`src/rtl/data_mem_mover.sv`:
```
// data_mem_mover
//   Second initiator on the single-cycle data memory port. It performs block
//   copy (memory to memory, ascending) and block fill (constant to memory)
//   under a Start / Busy / Done handshake.
//
//   Ports
//     CLK, RST       clock (rising edge), asynchronous active-high reset
//     Start          request, sampled only while idle
//     Mode           0 = copy, 1 = fill
//     Src_Addr       copy source base word address
//     Dst_Addr       destination base word address
//     Length         word count
//     Fill_Value     constant written in fill mode
//     A_Data         memory address
//     WE             memory write enable
//     WD             memory write data
//     RD             memory read data (combinational from A_Data)
//     Busy           transfer in progress (CHECK, READ, WRITE)
//     Done           one-cycle completion pulse
//     Err            range error flag for the last request
//     Words_Done     words written in the current/last request
module data_mem_mover #(
  parameter int Data_Memory_Width = 32,
  parameter int Data_Memory_Depth = 100,
  parameter int Len_Width         = 8
) (
  input  logic                         CLK,
  input  logic                         RST,
  input  logic                         Start,
  input  logic                         Mode,
  input  logic [Data_Memory_Width-1:0] Src_Addr,
  input  logic [Data_Memory_Width-1:0] Dst_Addr,
  input  logic [Len_Width-1:0]         Length,
  input  logic [Data_Memory_Width-1:0] Fill_Value,
  output logic [Data_Memory_Width-1:0] A_Data,
  output logic                         WE,
  output logic [Data_Memory_Width-1:0] WD,
  input  logic [Data_Memory_Width-1:0] RD,
  output logic                         Busy,
  output logic                         Done,
  output logic                         Err,
  output logic [Len_Width-1:0]         Words_Done
);

  localparam int W = Data_Memory_Width;
  localparam int L = Len_Width;
  localparam logic [W:0] LIMIT = (W+1)'(Data_Memory_Depth);

  typedef enum logic [2:0] {
    S_IDLE  = 3'd0,
    S_CHECK = 3'd1,
    S_READ  = 3'd2,
    S_WRITE = 3'd3,
    S_DONE  = 3'd4
  } state_t;

  state_t         r_state;
  state_t         w_state_nxt;

  logic           r_mode;
  logic [W-1:0]   r_src;
  logic [W-1:0]   r_dst;
  logic [L-1:0]   r_len;
  logic [W-1:0]   r_fill;
  logic [W-1:0]   r_hold;
  logic [L-1:0]   r_idx;
  logic [L-1:0]   r_words_done;
  logic           r_err;

  logic [W:0]     w_dst_end;
  logic [W:0]     w_src_end;
  logic           w_range_err;
  logic [L-1:0]   w_idx_nxt;
  logic           w_last;
  logic [W-1:0]   w_idx_ext;

  // One extra bit on the end-address sums so a base near the top of the
  // address space cannot wrap around and pass the range test.
  assign w_dst_end   = {1'b0, r_dst} + {{(W+1-L){1'b0}}, r_len};
  assign w_src_end   = {1'b0, r_src} + {{(W+1-L){1'b0}}, r_len};
  assign w_range_err = (w_dst_end > LIMIT) || (!r_mode && (w_src_end > LIMIT));
  assign w_idx_nxt   = r_idx + 1'b1;
  assign w_last      = (w_idx_nxt == r_len);
  assign w_idx_ext   = {{(W-L){1'b0}}, r_idx};

  always_ff @(posedge CLK or posedge RST) begin
    if (RST) begin
      r_state <= S_IDLE;
    end else begin
      r_state <= w_state_nxt;
    end
  end

  always_comb begin
    w_state_nxt = r_state;
    case (r_state)
      S_IDLE: begin
        if (Start) w_state_nxt = S_CHECK;
      end
      S_CHECK: begin
        if (w_range_err || (r_len == '0)) w_state_nxt = S_DONE;
        else if (r_mode)                  w_state_nxt = S_WRITE;
        else                              w_state_nxt = S_READ;
      end
      S_READ: begin
        w_state_nxt = S_WRITE;
      end
      S_WRITE: begin
        if (w_last)      w_state_nxt = S_DONE;
        else if (r_mode) w_state_nxt = S_WRITE;
        else             w_state_nxt = S_READ;
      end
      S_DONE: begin
        w_state_nxt = S_IDLE;
      end
      default: begin
        w_state_nxt = S_IDLE;
      end
    endcase
  end

  // Memory port outputs decode from registered state only; Start never
  // reaches them combinationally. WE is additionally gated by RST so a
  // reset mid-write drops the enable without waiting for the state flop.
  always_comb begin
    A_Data = '0;
    WE     = 1'b0;
    WD     = '0;
    Busy   = 1'b0;
    Done   = 1'b0;
    case (r_state)
      S_CHECK: begin
        Busy = 1'b1;
      end
      S_READ: begin
        Busy   = 1'b1;
        A_Data = r_src + w_idx_ext;
      end
      S_WRITE: begin
        Busy   = 1'b1;
        A_Data = r_dst + w_idx_ext;
        WE     = ~RST;
        WD     = r_mode ? r_fill : r_hold;
      end
      S_DONE: begin
        Done = 1'b1;
      end
      default: begin
      end
    endcase
  end

  always_ff @(posedge CLK or posedge RST) begin
    if (RST) begin
      r_mode       <= 1'b0;
      r_src        <= '0;
      r_dst        <= '0;
      r_len        <= '0;
      r_fill       <= '0;
      r_hold       <= '0;
      r_idx        <= '0;
      r_words_done <= '0;
      r_err        <= 1'b0;
    end else begin
      case (r_state)
        S_IDLE: begin
          if (Start) begin
            r_mode       <= Mode;
            r_src        <= Src_Addr;
            r_dst        <= Dst_Addr;
            r_len        <= Length;
            r_fill       <= Fill_Value;
            r_idx        <= '0;
            r_words_done <= '0;
            r_err        <= 1'b0;
          end
        end
        S_CHECK: begin
          if (w_range_err) r_err <= 1'b1;
        end
        S_READ: begin
          r_hold <= RD;
        end
        S_WRITE: begin
          r_idx        <= w_idx_nxt;
          r_words_done <= r_words_done + 1'b1;
        end
        default: begin
        end
      endcase
    end
  end

  assign Err        = r_err;
  assign Words_Done = r_words_done;

endmodule

```
`config.mk`:
```
export PLATFORM = sky130hd
export DESIGN_NAME = data_mem_mover
export DESIGN_NICKNAME = d
export VERILOG_FILES = /design/src/rtl/data_mem_mover.sv
export SDC_FILE = /design/constraint.sdc
export NUM_CORES = 1
export LEC_CHECK = 0
export ABC_AREA = 1
export BUFFER_PORTS_ARGS = -buffer_cell sky130_fd_sc_hd__buf_4
export CAP_MARGIN = 10
export CELL_PAD_IN_SITES_DETAIL_PLACEMENT = 1
export CELL_PAD_IN_SITES_GLOBAL_PLACEMENT = 2
export CORE_MARGIN = 8
export CORE_UTILIZATION = 32
export DETAILED_ROUTE_END_ITERATION = 10
export GPL_TIMING_DRIVEN = 0
export PLACE_DENSITY = 0.84
export SLEW_MARGIN = 20
export SYNTH_ARGS = -nofsm -noshare
export SYNTH_HDL_FRONTEND = slang
export SYNTH_SLANG_ARGS = --single-unit
export TNS_END_PERCENT = 20
```
`constraint.sdc`:
```
create_clock -name CLK -period 10.2 [get_ports CLK]
set_input_delay 2.04 -clock CLK [delete_from_list [all_inputs] [get_ports CLK]]
set_output_delay 2.04 -clock CLK [all_outputs]
set_load 0.01 [all_outputs]
```
==> results.md, run 1 <==
* Cells after synthesis at 1741
* Nets at 2145
* 1st-pass router iterations at 7
* Sequential element share of the synthesized area at 0.355
* Clk sinks at 157
* Drt total wl at 45500 um
* TritonCTS clock tree: yes
* Postcts setup bufs at 0
* RSZ-0062 raised after global routing: false
* Post-detailed-route DRC marker count at 0
* Flop pwr share at 0.328
* Hold crit path type: flop to flop
* Max-cap violation count at 0
* Core Util, Final at 0.405
* Die width at 202 um
* WP data required at 8.16 ns
* Combinational power share at 0.471
* DP Wirelength at 37100 um
* Final setup viols at 0
* Die area at 40800 um^2
* R2r startpoint: r_len[0]$_DFFE_PP0P_
* GRT overflow at 0
* Post-Syn Area per Cell at 6.36 um^2
* Type of origin of the critical path: flop
* Global-route wire length before repair at 72000 um
* Num CTS Buffers at 17
* Final Total Pwr at 3.36 mW
* Post-DRT Antenna Nets at 0
* Avg WL per Cell at 18.6 um
* Max Fanout on Critical Path at 10
* Max Slew Vio Count at 0
* Worst setup margin at 2.56 ns
* Final Cycle Share at 0.749
* Pint at 1.73 mW
* Layout fillers at 4531
* Max Clock Freq at 131 MHz
* Pleak at 7.30 nW
* Clock latency on the worst-skew pair at 0.44 ns
* Overall routing resource usage at 0.223
* Post-CTS sizing at 0
* Synthesis-stage register bit count at 157
* Clock power frac at 0.201
* Max-Slew Margin vs Limit at 0.433
* Critical Path End Type: primary output
* Pwr Density at 242 nW/um^2
* Placement Setup Slack at 3.11 ns
* Root Buffer: clkbuf_16
* Fin crit period at 7.64 ns
* Yosys Warn Count at 0
* Post-DP Area at 13300 um^2
* Status: finished, final reports clean
* Crit path from: r_state[2]$_DFFE_PP0P_
* Cell Area, Synth at 11100 um^2
* Clk slew on worst S/H paths at 0.07 ns
* Switching Share at 0.485
* Layout cell share with drive strength beyond 1 at 0.151
* Worst r2r path cells at 18
* Clk_skew at 0.00586 ns
* Via density at 4.88
* H-Tree Depth at 4
* Peak VDD IR at 0.149 mV
* GPL Wtd Cong at 0.903
* Rows at 68
* Core footprint at 34300 um^2
* Mapped Nets at 1910
* Crit Path Class: flop to primary output
* DR iter-0 viols at 597
* Tightest Pin Transition at 0.847 ns
* Post-synthesis cell type count at 51
* Setup TNS at 0 ns
* Layout area overhead at 25.5%
* Initial cell density of the core at 0.323
* Final Hold Fails at 0
* Reg2Reg Setup Slack at 6.94 ns
* Ports at 216
* Vias in the first global route at 12800
* Final Cell Area at 13900 um^2
* Cts hold-fix bufs at 0
* Vias at 11900
* Die height at 202 um
* Net switching power figure at 1.63 mW
* Worst EP arrival at 5.60 ns
* Clock tree buffer depth at 2
* Largest net degree at the start of global routing at 96
* Crit path capture: A_Data[14]
* Initial antenna violation count at 5
* # port buffers at 215
* Reg-to-Reg End: r_state[2]$_DFFE_PP0P_
[metal layers]
metal | track usage | routed length (um) | vias to the layer above
met3 | 0.0583 | 2500 | 51
met1 | 0.283 | 20900 | 5713
li1 | - | - | 5910
met2 | 0.375 | 21200 | 234
met5 | 0 | 37 | -
met4 | 0.0537 | 871 | 6
[worst min-delay path by stage]
stage | start | end | slack [ns] | cells after the start
2_1_floorplan | r_fill[0]$_DFFE_PP0P_ | r_fill[0]$_DFFE_PP0P_ | 0.44 | 2
3_3_place_gp | r_fill[1]$_DFFE_PP0P_ | r_fill[1]$_DFFE_PP0P_ | 0.45 | 2
3_5_place_dp | r_fill[25]$_DFFE_PP0P_ | r_fill[25]$_DFFE_PP0P_ | 0.46 | 2
4_1_cts | r_fill[25]$_DFFE_PP0P_ | r_fill[25]$_DFFE_PP0P_ | 0.48 | 2
5_1_grt | r_fill[0]$_DFFE_PP0P_ | r_fill[0]$_DFFE_PP0P_ | 0.49 | 2
6_report | r_fill[0]$_DFFE_PP0P_ | r_fill[0]$_DFFE_PP0P_ | 0.47 | 2
[through the flow]
step | cells | hold WS [ns]
global route | 2441 | 0.486
floorplan | 1741 | 0.442
detailed placement | 2412 | 0.460
CTS | 2441 | 0.478
finish | 2442 | 0.471
global placement | 2411 | 0.455
[placed cells by master (no fill, tap or decap), types with 3 or more instances in the layout]
cell type   instances
a21oi_1            28
a31oi_1             3
buf_4             215
bufinv_16           3
clkbuf_1           45
clkbuf_16          17
clkinvlp_4          3
dfrtp_1           157
fa_1                3
ha_1               26
inv_1             242
inv_2              10
nand2_1           692
nand2_2             4
nand3_1           109
nand3b_1            3
nand4_1            29
nor2_1            136
nor2_2              5
nor2_4              4
nor3_1             27
nor3_2              4
nor4_1              8
o21ai_0           124
o21ai_1             9
o21ai_2            11
o22ai_1             8
or2_2               4
xor2_1             18
[cells by family after synthesis]
kind of cell               share of synthesized area
AOI/OAI and AO/OA                             0.0949
xor gates and xnor gates                      0.0158
adders and majority gates                     0.0348
buffers and inverters                          0.108
DFF                                            0.355
muxes                                        0.00102
and+or+nand+nor                                0.391
[final cells by class]
| class | instances | area (um^2) | share of cell area |
|---|---|---|---|
| tap | 455 | 569 | 0.0410 |
| multi-input combinational | 1279 | 5950 | 0.429 |
| clock buffer | 20 | 457 | 0.0329 |
| inverter | 253 | 957 | 0.0689 |
| clock inverter | 9 | 139 | 0.0100 |
| sequential | 157 | 3930 | 0.283 |
| timing repair buffer | 216 | 1640 | 0.118 |
| antenna | 1 | 2.50 | 0.000180 |
| buffer | 52 | 240 | 0.0173 |
[power by group through the flow]
stage / Clock [mW] / Combinational (mW) / Sequential [mW]
floorplan: 0 / 1.11 / 0.989
global placement: 0 / 1.55 / 1.11
detailed placement: 0 / 1.59 / 1.11
CTS: 0.688 / 1.60 / 1.11
global route: 0.709 / 1.81 / 1.13
finish: 0.675 / 1.58 / 1.10
[synthesized netlist by cell type, drive strengths merged]
library cell	number	area share
nand2	697	0.24
and2	2	0.0011
mux2	1	0.0010
o221ai	1	0.00079
buf	7	0.0063
o21ai	144	0.069
inv	253	0.086
dfrtp	157	0.36
o21bai	1	0.00068
nor4	9	0.0064
a22oi	1	0.00068
a21boi	1	0.00068
nand3b	3	0.0020
clkbuf	45	0.015
nor3	31	0.015
o22ai	8	0.0045
nand4	29	0.016
ha	26	0.029
xor2	18	0.014
a32o	1	0.00090
a31oi	3	0.0017
nor3b	2	0.0018
a21oi	28	0.013
and3	2	0.0011
nor4b	1	0.0014
o31ai	1	0.00068
nor2	146	0.055
or2	4	0.0023
nand3	110	0.050
xnor2	2	0.0016
o21a	2	0.0014
a211oi	2	0.0014
fa	3	0.0054
[state kept, by name (all words and copies together) (netlist names)]
name	flops
Err	1
Words_Done	8
r_dst	32
r_fill	32
r_hold	32
r_idx	8
r_len	8
r_mode	1
r_src	32
r_state	3
[worst max-delay path, cell delays in order, from the launching register on]
cell and delay [ns]:
dfrtp_1 0.42, inv_2 0.09, nand2_4 0.10, nor2_8 0.06
buf_6 0.15, buf_2 0.21, inv_1 0.14, clkbuf_1 0.50
buf_1 0.47, nand2_1 0.12, nand2_1 0.09, ha_1 0.17
inv_1 0.06, fa_1 0.39, inv_1 0.08, nand3_1 0.06
nand2_1 0.09, nand2_1 0.08, nand2_1 0.07, a21oi_1 0.10
nor2_1 0.11, nor2_1 0.05, o21bai_1 0.42, nand2_1 0.20
nor3_1 0.26, nor2_1 0.07, a211oi_1 0.37, buf_4 0.21
(Power assumes the default switching activity.)
==> run 2: changes to the inputs <==
--- a/config.mk
+++ b/config.mk
@@ -5,16 +5,16 @@
 export SDC_FILE = /design/constraint.sdc
 export NUM_CORES = 1
 export LEC_CHECK = 0
-export ABC_AREA = 1
+export ABC_AREA = 0
 export BUFFER_PORTS_ARGS = -buffer_cell sky130_fd_sc_hd__buf_4
 export CAP_MARGIN = 10
 export CELL_PAD_IN_SITES_DETAIL_PLACEMENT = 1
 export CELL_PAD_IN_SITES_GLOBAL_PLACEMENT = 2
 export CORE_MARGIN = 8
-export CORE_UTILIZATION = 32
+export CORE_UTILIZATION = 29
 export DETAILED_ROUTE_END_ITERATION = 10
 export GPL_TIMING_DRIVEN = 0
-export PLACE_DENSITY = 0.84
+export PLACE_DENSITY = 0.75
 export SLEW_MARGIN = 20
 export SYNTH_ARGS = -nofsm -noshare
 export SYNTH_HDL_FRONTEND = slang
==> constraint.sdc (replaced) <==
create_clock -name CLK -period 6.9 [get_ports CLK]
set_input_delay 1.38 -clock CLK [delete_from_list [all_inputs] [get_ports CLK]]
set_output_delay 1.38 -clock CLK [all_outputs]
set_load 0.01 [all_outputs]
==> results.md, run 2 <==
* RSZ-0062 raised after global routing: false
* Clock latency on the worst-skew pair at 0.45 ns (about the same)
* Die area at 41300 um^2 (+1.3%)
* Post-Syn Area per Cell at 8.08 um^2 (+27%)
* # port buffers at 215 (unchanged)
* GPL Wtd Cong at 0.898 (-0.60%)
* Synthesis-stage register bit count at 157 (unchanged)
* Drt total wl at 41300 um (-9.2%)
* Final Hold Fails at 0 (unchanged)
* Vias at 10100 (-16%)
* DR iter-0 viols at 591 (-1.0%)
* DP Wirelength at 31700 um (-15%)
* Final Cycle Share at 0.948
* Pleak at 6.18 nW (-15%)
* Mapped Nets at 1428 (-25%)
* Type of origin of the critical path: flop
* Most frequent cell after synthesis: nand2_1
* Core footprint at 34500 um^2 (+0.74%)
* Clock tree buffer depth at 2 (unchanged)
* Post-synth EDFFs at 0 (unchanged)
* Synth async-reset ratio at 1.00 (unchanged)
* Ports at 216 (unchanged)
* Post-detailed-route DRC marker count at 0 (unchanged)
* Clk_skew at 0.0171 ns (+0.0112 ns)
* Clk sinks at 157 (unchanged)
* Via density at 5.13 (+5.2%)
* Initial cell density of the core at 0.295 (-0.0282)
* Synth top area cells: dfrtp_1 (39%), nand2_1 (14%), mux2i_1 (5.6%), mux2_2 (4.3%), nor2_1 (3.8%)
* Max Clock Freq at 153 MHz
* Peak VDD IR at 0.194 mV (+30%)
* Layout cell share with drive strength beyond 1 at 0.219 (+0.0675)
* Most frequent cells in the layout: nand2_1 (383), buf_4 (219), dfrtp_1 (157)
* Post-synthesis cell type count at 70 (+37%)
* Final Total Pwr at 4.91 mW (+46%)
* Global-route wire length before repair at 64500 um (-10%)
* Synth top cells by count: nand2_1 (383), dfrtp_1 (157), nor2_1 (103)
* Num CTS Buffers at 17 (unchanged)
* Reg2Reg Setup Slack at 2.96 ns (-3.98 ns)
* Initial antenna violation count at 1 (-4)
* Die height at 203 um (+0.67%)
* Fin crit period at 6.54 ns
* Pwr Density at 377 nW/um^2 (+56%)
* Crit Path Class: flop to primary output
* CP delay by family, top: compound AO/OA/AOI/OAI gates
* Post-DRT Antenna Nets at 0 (unchanged)
* Slowest CP cell: dfrtp_1
* Max Slew Vio Count at 0 (unchanged)
* Worst EP arrival at 5.16 ns (-0.44 ns)
* Tightest Pin Transition at 1.02 ns (+0.173 ns)
* TritonCTS clock tree: yes
* Vias in the first global route at 10700 (-16%)
* Cts hold-fix bufs at 0 (unchanged)
* GRT overflow at 0 (unchanged)
* Max Fanout on Critical Path at 16 (+6)
* 1st-pass router iterations at 5 (-2)
* Cells after synthesis at 1259 (-28%)
* CP Cell Sequence: nand2b_2 > or2_2 > clkbuf_4 > buf_4 > clkbuf_4 > nand2_1 > nand2_1 > ha_1 > inv_1 > fa_1 > nor2b_1 > o21ai_0 > a21oi_1 > o21ai_0 > a21oi_2 > o21ai_4 > a211oi_1 > mux2_2 > a211oi_2 > buf_4
* H-Tree Depth at 4 (unchanged)
* WP buf/inv at 5 (-4)
* Top FF cell, synth: dfrtp_1
* Yosys top cell area share at 0.386 (+0.0311)
* Layout area overhead at 28.1%
* Dominant cell type by area after synthesis: dfrtp_1
* Rows at 68 (unchanged)
* Root Buffer: clkbuf_16
* Max-cap violation count at 0 (unchanged)
* CP max stage delay at 0.47 ns (-0.03 ns)
* WP data required at 5.52 ns (-2.64 ns)
* Clk slew on worst S/H paths at 0.07 ns (about the same)
* Nets at 1661 (-23%)
* Commonest non-fill, non-tap cell in the layout: nand2_1
* Max-Slew Margin vs Limit at 0.320 (-0.113)
* Avg WL per Cell at 21.0 um (+13%)
* Cell Area, Synth at 10200 um^2 (-8.1%)
* Placed cells at 1930 (-20%)
* Final setup viols at 0 (unchanged)
* Hold crit path type: flop to flop
* Yosys Warn Count at 0 (unchanged)
* Finished Layout Cells at 1961 (-20%)
* Status: finished, final reports clean
* Largest net degree at the start of global routing at 88 (-8.3%)
* Sequential element share of the synthesized area at 0.386 (+0.0311)
* Overall routing resource usage at 0.199 (-0.0244)
* Critical Path End Type: primary output
* Die width at 203 um (+0.67%)
run 2: cell types whose count changed after synthesis, moves of 12 or more:
cell / change
inv_1: -218
o21ai_0: -63
nor2_1: -33
mux2i_1: +57
nand2_1: -309
and3_1: +12
mux2_2: +38
nand3_1: -74
xnor2_1: +30
clkbuf_1: +14
run 2: worst reg2reg max path: stages (launching register included):
cell	delay, ns
dfrtp_1	0.47
ha_1	0.31
clkbuf_1	0.32
nor2_1	0.13
nor4_1	0.46
nor3b_2	0.61
xor2_1	0.13
or4_1	0.44
a211o_1	0.35
nor3_1	0.19
nand4_1	0.20
a211oi_2	0.25
run 2: worst paths after layout:
kind	start	to	cells after the start
max in group asynchronous	RST	r_src[20]$_DFFE_PP0P_	3
hold reg to reg	Words_Done[7]$_DFFE_PP0P_	Words_Done[7]$_DFFE_PP0P_	1
hold / removal	Words_Done[7]$_DFFE_PP0P_	Words_Done[7]$_DFFE_PP0P_	1
min in group asynchronous	RST	r_hold[23]$_DFFE_PP0P_	2
setup / recovery	r_state[2]$_DFFE_PP0P_	A_Data[16]	20
setup reg to reg	r_len[7]$_DFFE_PP0P_	r_state[1]$_DFFE_PP0P_	11
run 2: layout make-up:
class                   count  area [um^2]
diodes                      1         2.50
plain buffers              77          324
clock buffers              19          433
clock inverters            13          153
fillers                  4258        21500
inverters                  26          105
multi-input cells         997         5870
flip-flops and latches    157         3930
well taps                 455          569
repair buffers            216         1640
run 2: routing by layer:
metal | GRT usage | wire length [um] | vias up
met3 | 0.0517 | 2800 | 37
met2 | 0.328 | 19600 | 268
li1 | - | - | 4772
met1 | 0.259 | 18300 | 4988
met5 | 0 | 13 | -
met4 | 0.0438 | 533 | 2
run 2: timing repair:
item | in CTS | in global routing
resized for setup | 12 | 9
buffers inserted | 0 | 0
setup endpoints to repair | 21 | 10
run 2: logic make-up after synthesis:
| kind of cell | synth area share |
|---|---|
| buffers and inverters | 0.0405 |
| XOR/XNOR | 0.0508 |
| flip-flops | 0.386 |
| AND/OR/NAND/NOR | 0.272 |
| adder cells (fa/ha/maj) | 0.0379 |
| multiplexers | 0.0992 |
| AO/OA/AOI/OAI | 0.114 |
run 2: power breakdown:
part / leakage, nW / total (mW) / internal, mW / switching, mW
Clock: 0.284 / 0.983 / 0.515 / 0.467
Sequential: 2.02 / 1.58 / 1.22 / 0.362
Combinational: 3.88 / 2.35 / 0.882 / 1.47
Total: 6.18 / 4.91 / 2.62 / 2.30
run 2: metrics by stage:
step                      utilization  area (um^2)  worst slack, ns  hold slack [ns]  TNS (ns)
final                           0.377        13000            0.362            0.477         0
after global routing            0.377        13000           0.0752            0.502         0
after CTS                       0.376        13000           0.0519            0.482         0
after detailed placement        0.359        12400           -0.622            0.463     -4.21
after global placement          0.358        12400            -1.01            0.459   -159.20
after floorplan                     -        10200             1.21            0.445         0
==> run 3: changes to the inputs <==
--- a/config.mk
+++ b/config.mk
@@ -15,6 +15,7 @@
 export DETAILED_ROUTE_END_ITERATION = 10
 export GPL_TIMING_DRIVEN = 0
 export PLACE_DENSITY = 0.75
+export REMOVE_ABC_BUFFERS = 1
 export SLEW_MARGIN = 20
 export SYNTH_ARGS = -nofsm -noshare
 export SYNTH_HDL_FRONTEND = slang
==> results.md, run 3 (same netlist as run 2, synthesis figures left out) <==
* Sequential cell area at 3940 um^2 (+0.22%)
* Rows at 68 (unchanged)
* DR iter-0 viols at 398 (-33%)
* Crit path from: r_state[0]$_DFFE_PP0P_
* Initial cell density of the core at 0.295 (unchanged)
* Max Clock Freq at 155 MHz (+1.0%)
* Layout fillers at 4215 (-1.0%)
* Ports at 216 (unchanged)
* Via density at 5.09 (-0.81%)
* Hold crit path type: flop to flop
* Clk sinks at 157 (unchanged)
* Final Hold Fails at 0 (unchanged)
* Commonest non-fill, non-tap cell in the layout: nand2_1
* Crit. path cell count at 18 (-10%)
* Nets at 1596 (-3.9%)
* Post-DRT Antenna Nets at 0 (unchanged)
* H-Tree Depth at 4 (unchanged)
* Worst EP arrival at 5.09 ns (-0.07 ns)
* GPL Wtd Cong at 0.871 (-3.0%)
* Final hold slack at 0.478 ns (+0.000536 ns)
* Tightest Pin Transition at 0.891 ns (-0.129 ns)
* Drt total wl at 37500 um (-9.1%)
* Worst r2r path cells at 11 (unchanged)
* Overall routing resource usage at 0.183 (-0.0163)
* Largest net degree at the start of global routing at 80 (-9.1%)
* Slowest CP cell: dfrtp_4
* TritonCTS clock tree: yes
* Max Slew Vio Count at 0 (unchanged)
* Peak VDD IR at 0.214 mV (+10%)
* M3 GR Usage at 0.0684 (+0.0167)
* Die width at 203 um (unchanged)
* Die area at 41300 um^2 (unchanged)
* Max-cap violation count at 0 (unchanged)
* CP Cell Sequence: clkinvlp_4 > or2_4 > buf_16 > nand2_1 > nand2_1 > ha_1 > inv_1 > fa_1 > nor2b_1 > o21ai_0 > a21oi_1 > o21ai_0 > a21oi_1 > o21ai_2 > a2111oi_1 > xnor2_1 > a211oi_2 > buf_4
* R2r startpoint: r_len[0]$_DFFE_PP0P_
* Status: finished, final reports clean
* Num CTS Buffers at 17 (unchanged)
* WP data required at 5.52 ns (about the same)
* Type of origin of the critical path: flop
* # port buffers at 215 (unchanged)
* RSZ-0062 raised after global routing: false
* Max-Slew Margin vs Limit at 0.402 (+0.0823)
* Crit path capture: A_Data[16]
* Reg2Reg Setup Slack at 3.07 ns (+0.11 ns)
* Clock tree buffer depth at 2 (unchanged)
* 1st-pass router iterations at 4 (-1)
* Most Crowded Layer GR: met2
* Layout cell share with drive strength beyond 1 at 0.229 (+0.0106)
* Max Fanout on Critical Path at 57 (+41)
* Fin crit period at 6.47 ns (-0.0666 ns)
* Final setup viols at 0 (unchanged)
* Vias at 9649 (-4.2%)
* Post-detailed-route DRC marker count at 0 (unchanged)
* Met1 Track Usage GR at 0.226 (-0.0335)
* Root Buffer: clkbuf_16
* Pleak at 6.13 nW (-0.68%)
* GRT overflow at 0 (unchanged)
* Layout area overhead at 27.5%
* Multi-input logic area at 5910 um^2 (+0.62%)
* Global-route wire length before repair at 60100 um (-6.9%)
* Clk_skew at 0.0105 ns (-0.00658 ns)
* Crit Path Class: flop to primary output
* Clk slew on worst S/H paths at 0.08 ns (about the same)
* DP Wirelength at 28000 um (-12%)
* WP buf/inv at 4 (-1)
* Vias in the first global route at 10600 (-0.76%)
* Core footprint at 34500 um^2 (unchanged)
* Critical Path End Type: primary output
* Reg-to-Reg End: r_state[0]$_DFFE_PP0P_
* Die height at 203 um (unchanged)
* CP delay by family, top: compound AO/OA/AOI/OAI gates
* Final Cycle Share at 0.938 (-0.00965)
* Pwr Density at 369 nW/um^2 (-2.2%)
* Antenna fix cells at 0 (-1)
* Initial antenna violation count at 1 (unchanged)
* Clock latency on the worst-skew pair at 0.45 ns (about the same)
* Avg WL per Cell at 19.8 um (-5.9%)
* Core Util, Final at 0.375 (-0.00177)
* Met2 Use GR at 0.292 (-0.0363)
* Most frequent cells in the layout: nand2_1 (383), buf_4 (216), dfrtp_1 (154)
* CP max stage delay at 0.65 ns (+0.18 ns)
* Hold path start: r_fill[9]$_DFFE_PP0P_
## run 3: cell count changes in the layout (fill, tap and decap cells not counted), moves of 3 or more
cell / change
clkbuf_1: -53
nor2_4: +3
buf_12: +4
buf_4: -3
buf_16: +5
clkbuf_2: -3
buf_2: -7
buf_1: -10
dfrtp_1: -3
## run 3: area by class of cell
| class | count | area share |
|---|---|---|
| inverters | 26 | 0.00839 |
| flip-flops and latches | 157 | 0.304 |
| clock inverters | 15 | 0.0117 |
| well taps | 455 | 0.0439 |
| multi-input cells | 999 | 0.456 |
| repair buffers | 226 | 0.144 |
| clock buffers | 17 | 0.0328 |
## run 3: layer usage
metal	routed length (um)	up-vias
met5	11	-
met4	858	2
met3	2940	52
met2	17400	228
met1	16300	4723
li1	-	4644
## run 3: worst min-delay path by stage
stage	end	slack (ns)	depth (start not counted)
floorplan	r_fill[0]$_DFFE_PP0P_	0.45	2
global placement	r_fill[24]$_DFFE_PP0P_	0.46	2
detailed placement	r_fill[2]$_DFFE_PP0P_	0.46	2
CTS	r_fill[2]$_DFFE_PP0P_	0.48	2
global route	r_fill[10]$_DFFE_PP0P_	0.49	2
finish	r_fill[9]$_DFFE_PP0P_	0.48	2
## run 3: where the power goes
group | internal, mW | leakage, nW | total [mW] | switching (mW)
Sequential | 1.22 | 2.01 | 1.84 | 0.620
Combinational | 0.876 | 3.84 | 2.00 | 1.12
Clock | 0.480 | 0.279 | 0.943 | 0.463
Total | 2.58 | 6.13 | 4.78 | 2.20
## run 3: worst register-to-register path: stages (launching register included)
cell and delay [ns]:
dfrtp_1 0.48, ha_1 0.26, fa_1 0.41, a211o_1 0.36, a2111oi_2 0.45, nor3b_2 0.19
xor2_1 0.18, or4_1 0.42, a211o_1 0.35, nor3_1 0.19, nand4_1 0.19, a211oi_1 0.27
## run 3: timing repair
item,CTS,global route
cloned,2,0
hold buffers,0,0
pin swaps,1,1
setup endpoints to repair,14,10
resized for setup,5,4
setup buffers,0,1
## run 3: metrics by stage
step | std cells | total power, mW | cell area (um^2) | worst slack (ns) | TNS (ns)
2_1_floorplan | 1180 | 3.05 | 9860 | 0.834 | 0
3_5_place_dp | 1860 | 3.85 | 12300 | -0.109 | -0.137
5_1_grt | 1895 | 5.16 | 13000 | 0.111 | 0
3_3_place_gp | 1850 | 3.80 | 12000 | -3.48 | -381.50
4_1_cts | 1894 | 4.83 | 12900 | 0.000352 | 0
6_report | 1895 | 4.78 | 13000 | 0.429 | 0
